`src/rtl/counter_share_arbiter_if.sv`:
```
// Handshake bundle between the counter consumers and the shared-counter arbiter.
// COUNTER_PAUSE_EN adds the pause input.
interface counter_share_arbiter_if #(
  parameter int CW = 4
);
  logic [1:0]    req;
`ifdef COUNTER_PAUSE_EN
  logic          pause;
`endif
  logic [1:0]    gnt;
  logic          busy;
  logic [CW-1:0] z;
  logic [1:0]    done;

`ifdef COUNTER_PAUSE_EN
  modport master (output req, output pause, input gnt, input busy, input z, input done);
  modport slave  (input req, input pause, output gnt, output busy, output z, output done);
`else
  modport master (output req, input gnt, input busy, input z, input done);
  modport slave  (input req, output gnt, output busy, output z, output done);
`endif
endinterface

```
`src/rtl/counter_share_arbiter.sv`:
```
// Round-robin arbiter owning one shared up-counter; requester 0 counts to LIMIT0, requester 1 to LIMIT1.
// Optional COUNTER_PAUSE_EN freezes the count while pause is high.
//
// state | meaning
// IDLE  | no grant, z=0, picks next winner
// COUNT | counter granted to cur, counting 0..LIM
module counter_share_arbiter #(
  parameter int CW     = 4,
  parameter int LIMIT0 = 3,
  parameter int LIMIT1 = 15
) (
  input logic                      clk,
  input logic                      reset,
  counter_share_arbiter_if.slave   bus
);
  localparam logic [CW-1:0] LIM0 = CW'(LIMIT0);
  localparam logic [CW-1:0] LIM1 = CW'(LIMIT1);

  typedef enum logic {IDLE, COUNT} state_t;

  state_t        state_q, state_d;
  logic [1:0]    gnt_q, gnt_d;
  logic          busy_q, busy_d;
  logic [CW-1:0] z_q, z_d;
  logic [1:0]    done_q, done_d;
  logic          last_q, last_d;
  logic          cur_q, cur_d;
  logic          win;
  logic          hold;
  logic [CW-1:0] lim;

`ifdef COUNTER_PAUSE_EN
  assign hold = bus.pause;
`else
  assign hold = 1'b0;
`endif

  assign lim = cur_q ? LIM1 : LIM0;

  always_ff @(posedge clk or posedge reset) begin
    if (reset) begin
      state_q <= IDLE;
      gnt_q   <= 2'b00;
      busy_q  <= 1'b0;
      z_q     <= '0;
      done_q  <= 2'b00;
      last_q  <= 1'b1;
      cur_q   <= 1'b0;
    end else begin
      state_q <= state_d;
      gnt_q   <= gnt_d;
      busy_q  <= busy_d;
      z_q     <= z_d;
      done_q  <= done_d;
      last_q  <= last_d;
      cur_q   <= cur_d;
    end
  end

  always_comb begin
    state_d = state_q;
    gnt_d   = gnt_q;
    busy_d  = busy_q;
    z_d     = z_q;
    done_d  = 2'b00;
    last_d  = last_q;
    cur_d   = cur_q;
    win     = 1'b0;
    case (state_q)
      IDLE: begin
        gnt_d  = 2'b00;
        busy_d = 1'b0;
        z_d    = '0;
        if (bus.req != 2'b00) begin
          // on a tie the requester that did not go last wins
          win     = (bus.req == 2'b11) ? ~last_q : bus.req[1];
          cur_d   = win;
          state_d = COUNT;
          gnt_d   = win ? 2'b10 : 2'b01;
          busy_d  = 1'b1;
        end
      end
      COUNT: begin
        if (!bus.req[cur_q]) begin
          state_d = IDLE;
          gnt_d   = 2'b00;
          busy_d  = 1'b0;
          z_d     = '0;
          last_d  = cur_q;
        end else if (hold) begin
          z_d = z_q;
        end else if (z_q == lim) begin
          state_d = IDLE;
          gnt_d   = 2'b00;
          busy_d  = 1'b0;
          z_d     = '0;
          done_d  = cur_q ? 2'b10 : 2'b01;
          last_d  = cur_q;
        end else begin
          z_d = z_q + 1'b1;
        end
      end
      default: state_d = IDLE;
    endcase
  end

  assign bus.gnt  = gnt_q;
  assign bus.busy = busy_q;
  assign bus.z    = z_q;
  assign bus.done = done_q;
endmodule

```
`src/flat_wrapper.sv`:
```
// flat-port wrapper written by rule: the top's interface ports become plain ports
module counter_share_arbiter_flat 
#(
  parameter int CW     = 4,
  parameter int LIMIT0 = 3,
  parameter int LIMIT1 = 15
)
  (clk, reset, bus_req, bus_gnt, bus_busy, bus_z, bus_done);
  counter_share_arbiter_if #(.CW(CW)) bus_i ();
  input logic clk;
  input logic reset;
  input wire logic [$bits(bus_i.req)-1:0] bus_req;
  output wire logic [$bits(bus_i.gnt)-1:0] bus_gnt;
  output wire logic [$bits(bus_i.busy)-1:0] bus_busy;
  output wire logic [$bits(bus_i.z)-1:0] bus_z;
  output wire logic [$bits(bus_i.done)-1:0] bus_done;
  assign bus_i.req = bus_req;
  assign bus_gnt = bus_i.gnt;
  assign bus_busy = bus_i.busy;
  assign bus_z = bus_i.z;
  assign bus_done = bus_i.done;
  counter_share_arbiter #(.CW(CW), .LIMIT0(LIMIT0), .LIMIT1(LIMIT1)) u_core (.clk(clk), .reset(reset), .bus(bus_i));
endmodule
```
`config.mk`:
```
export PLATFORM = sky130hd
export DESIGN_NAME = counter_share_arbiter_flat
export DESIGN_NICKNAME = d
export VERILOG_FILES = /design/src/rtl/counter_share_arbiter_if.sv /design/src/rtl/counter_share_arbiter.sv /design/src/flat_wrapper.sv
export SDC_FILE = /design/constraint.sdc
export NUM_CORES = 1
export LEC_CHECK = 0
export CORE_AREA = 2 2 46 48
export DETAILED_ROUTE_END_ITERATION = 16
export DIE_AREA = 0 0 48 50
export PLACE_DENSITY_LB_ADDON = 0.25
export SYNTH_ARGS = -nofsm -noshare
export SYNTH_HDL_FRONTEND = slang
export SYNTH_SLANG_ARGS = --single-unit
```
`constraint.sdc`:
```
create_clock -name clk -period 3.42 [get_ports clk]
set_input_delay 0.684 -clock clk [delete_from_list [all_inputs] [get_ports clk]]
set_output_delay 0.684 -clock clk [all_outputs]
set_load 0.02 [all_outputs]
```
; Yosys cells after proc, flatten, opt, wreduce, memory -nomap -nowiden
; Cells that the tools add are included.
[word_totals]
inputBits = 4
register_bits = 12
[op_classes]
eq_ne = 4
n_bitwise = 2
add_sub_neg = 1
n_mux = 25
n_reduce_logical = 3
magnitude_cmp = 1
[op_table]
columns = operator, count
row1 = 2-bit 2-to-1 mux, 8
row2 = 4-bit 2-to-1 mux, 3
row3 = 1-bit 2-to-1 mux, 10
row4 = 4-bit case mux with 2 select lines, 1
row5 = 4-bit by 1-bit adder with 4-bit output (second input constant), 1
row6 = 4-bit == test, 1
row7 = 1-bit case mux with 2 select lines, 2
row8 = 2-bit case mux with 2 select lines, 1
row9 = 2-bit AND reduction, 2
row10 = 3-bit != test (second input constant), 1
row11 = 2-bit == test (second input constant), 1
row12 = 1-bit by 2-bit less-than comparator with 1-bit output (second input constant), 1
row13 = 2-bit != test (second input constant), 1
row14 = 1-bit inverter, 2
row15 = 2-bit nonzero test, 1

; Logic depth before layout (Yosys ltp)
[logic_depth]
word_depth = 5
depth_mapped = 5

; Least setup slack after synthesis
; OpenSTA, ideal clock, no wires.
[synth_path]
kind = register -> register
from = register u_core.z_q[0] (netlist: u_core.bus.z[0])
to = register u_core.busy_q (netlist: u_core.bus.busy)
arrival_time_ns = 1.647
synth_period_minus_slack_ns = 1.721
setup_time_ns = 0.074
required_ns = 3.346
slack_ns = 1.699
path_stages_with_launch = 6
path_cell_list = dfrtp_1 -> ha_1 -> and4_2 -> or4b_1 -> buf_6 -> o21ai_2
[synth_between]
elab_chain_cells = 2
[synth_rtl]
columns = item, line
row1 = start: declaration, counter_share_arbiter.sv:24  ; logic [CW-1:0] z_q, z_d;
row2 = start signal: assignment, counter_share_arbiter.sv:53  ; z_q <= z_d;
row3 = 4-bit == test, counter_share_arbiter.sv:92  ; end else if (z_q == lim) begin
row4 = 3-bit != test (no source line), -
row5 = end signal: assignment, counter_share_arbiter.sv:52  ; busy_q <= busy_d;
row6 = end: declaration, counter_share_arbiter.sv:23  ; logic busy_q, busy_d;
; Every way passes these cells.
; A chain may end at the register's enable or synchronous reset.

; Worst setup path after layout
[layout_path]
from = register u_core.z_q[2] (netlist: u_core.bus.z[2])
to = output port bus_z[2]
[layout_lines]
columns = item, line
row1 = end: declaration, flat_wrapper.sv:15  ; output wire logic [$bits(bus_i.z)-1:0] bus_z;
; No word-level cell between the ends.

==> flow_metrics.py <==
metrics = {
    "worst_setup_path": {
        "critical-path-top-delay-family": "buffers and inverters",
        "path_buf_inv": 1,
        "slowest_delay_ns": 0.63,
        "worstReg2RegStart": "u_core.bus.z[0]",
        "cp.arrival_ns": 1.32,
        "end_kind": "output pin",
        "cpMaxStageDelayCell": "clkdlybuf4s50_1",
        "cp_cell_sequence": "clkdlybuf4s50_1",
        "worstSetupPathType": "flop to output pin",
        "cp_max_fo": 5,
        "cp-startpoint": "u_core.bus.z[2]",
        "cp.required_ns": 2.74,
        "start_kind": "flop",
    },
    "sta": {
        "rsz0062_at_grt": "no",
        "maxSlewHeadroom_pct": 67.2,
        "skew_ns": 0.00145,
        "tightestPinTransition_ns": 0.485,
        "setup_violations": 0,
        "finalHoldViolations": 0,
        "final.setup.tns_ns": 0,
        "period_share_pct": 58.6,
        "layout_min_cycle_time_ns": 2.01,
        "max_freq_mhz": 499,
        "slew_violations": 0,
    },
    "min_path": {
        "min_path_type": "flop to flop",
        "hp-start": "u_core.bus.z[0]",
    },
    "yosys": {
        "yosysTopAreaCellShare_pct": 50.7,
        "avgSynthCellArea_um2": 11.6,
        "synth_nets": 52,
        "ys_seq_area_share_pct": 55.5,
        "yosysUniqueCellTypes": 23,
        "netlist_area_um2": 543,
        "yosysWarnings": 0,
        "synth_cells": 47,
        "synth_edf_count": 0,
        "synthFlopType": "dfrtp_1",
        "yosysTopAreaCell": "dfrtp_1",
        "async_reset_ff_share_pct": 100,
        "ys_seq_elements": 12,
        "synth_area_leaders": "dfrtp_1 51%, dfstp_2 4.8%, o21ai_2 4.8%, inv_1 4.1%, and4_2 3.7%",
    },
    "drt": {
        "num_vias": 378,
        "avgRoutedWirePerCell_um": 11.4,
        "routed_wl_um": 1020,
        "drt_iter0_markers": 6,
        "first_pass_iters": 2,
        "drc": 0,
        "route.antenna.remaining_nets": 0,
        "vias_per_cell": 4.25,
    },
    "clock_tree": {
        "cts_buffers": 3,
        "cts_max_path_buffers": 2,
        "htreeDepth": 1,
        "cts-resized-gates": 0,
        "cts_hold_buf": 0,
        "post_cts_buffers": 0,
        "path_clk_slew_ns": 0.07,
        "root_buffer": "clkbuf_4",
        "insertion_delay_ns": 0.27,
        "cts_tree": "done",
        "numClockSinks": 12,
    },
    "final_layout": {
        "stdcell_area_um2": 712,
        "layout_commonest_cell": "clkdlybuf4s50_1",
        "fillerInstances": 196,
        "synthToLayoutAreaGrowth_pct": 31.1,
        "layout.nets": 68,
        "multi_input_area_um2": 208,
        "antenna_cells": 0,
        "drive_gt1_share_pct": 21.0,
        "regArea_um2": 302,
        "final_cell_mix": "12 x clkdlybuf4s50_1, 11 x dfrtp_1, 6 x inv_1",
    },
    "status": {
        "run_status": "finished, final reports clean",
    },
    "die": {
        "rows": 16,
        "die_y_um": 50,
        "die_area_mm2": 0.00240,
        "core_area_mm2": 0.00190,
        "die_w_um": 48,
        "pin_count": 13,
        "start_util_pct": 28.6,
    },
    "global_route": {
        "antenna_found_initial": 0,
        "grt_first_pass_wirelength_um": 1740,
        "grt_overflow": 0,
        "grt_max_degree": 13,
        "grt_usage_pct": 10.9,
        "grt_pass1_vias": 402,
    },
    "run": {
        "drv_cap": 0,
    },
    "place": {
        "place_congestion": 0.776,
        "port_buffers": 12,
        "place_hpwl_um": 767,
        "placed_area_um2": 686,
    },
    "power_and_ir_drop": {
        "p_per_area_mw_per_mm2": 716,
        "power_leakage_nw": 0.315,
        "p_sw_uw": 190,
        "comb_power_share_pct": 37.2,
        "p_sw_share_pct": 37.2,
        "seqPwrFrac_pct": 44.7,
        "max-vdd-ir-drop_mv": 0.244,
        "p_int_uw": 320,
        "p_clk_share_pct": 18.0,
    },
}
cell type report:
class                           instances  share of cell area (%)
Clock buffer                            4                    3.69
Tap cell                               27                    4.75
Timing Repair Buffer                   12                    16.9
Inverter                                6                    3.16
Sequential cell                        12                    42.4
Multi-Input combinational cell         28                    29.2
state kept, by name (all words and copies together) (netlist names):
signal,count
u_core.last_q,1
u_core.bus.z,4
u_core.bus.busy,1
u_core.bus.gnt,2
u_core.cur_q,1
u_core.state_q,1
u_core.bus.done,2
stage by stage:
step	hold WS [ns]	instances	util (%)	worst slack (ns)	total power, mW
4_1_cts	0.504	89	37.4	1.40	0.519
5_1_grt	0.541	89	37.4	1.34	0.554
3_5_place_dp	0.493	85	36.1	1.13	0.424
2_1_floorplan	0.480	47	-	1.70	0.352
6_report	0.499	89	37.4	1.41	0.510
3_3_place_gp	0.493	85	36.1	1.16	0.421
cell families after synthesis:
kind of cell             count (synthesis)  synth area share, %
adder cells (fa/ha/maj)                  1                 2.30
multiplexers                             1                 2.07
AO/OA/AOI/OAI                            8                 10.8
XOR/XNOR                                 2                 3.23
buffers and inverters                    7                 6.22
flip-flops                              12                 55.5
AND/OR/NAND/NOR                         16                 19.8
per-layer routing:
| metal | share of wire (%) | vias to the layer above | global-route usage [%] |
|---|---|---|---|
| li1 | - | 192 | - |
| met1 | 48 | 175 | 13.5 |
| met2 | 46 | 9 | 15.1 |
| met3 | 4.1 | 2 | 6.59 |
| met4 | 1.4 | 0 | 4.05 |
| met5 | 0 | - | 0 |
worst paths after layout:
check | end | slack [ns] | cells after the start
max in group asynchronous | u_core.last_q | 2.38 | 2
worst min-delay path | u_core.bus.z[0] | 0.50 | 1
worst min register to register | u_core.bus.z[0] | 0.50 | 1
worst max-delay path | bus_z[2] | 1.41 | 1
worst max register to register | u_core.bus.gnt[1] | 1.62 | 4
min in group asynchronous | u_core.bus.z[3] | 0.70 | 2
worst register-to-register path, cell delays in order (launching register included):
cell,delay [ns]
dfrtp_1,0.42
ha_1,0.24
and4_2,0.24
or4b_1,0.66
o21ai_2,0.18
power by group through the flow:
stage               logic [mW]  clock network [mW]  registers [mW]
floorplan               0.0979                   0           0.254
global placement         0.190                   0           0.231
detailed placement       0.194                   0           0.229
CTS                      0.194              0.0980           0.228
global route             0.208               0.110           0.236
finish                   0.190              0.0920           0.228
cells in the mapped netlist (all sizes together) (2+ instances only):
library cell,n
and4,2
inv,6
o21ai,5
nand3,2
nand2,3
nor2,3
dfrtp,11
o211ai,2
No activity file was read; power rests on OpenSTA's default activity.
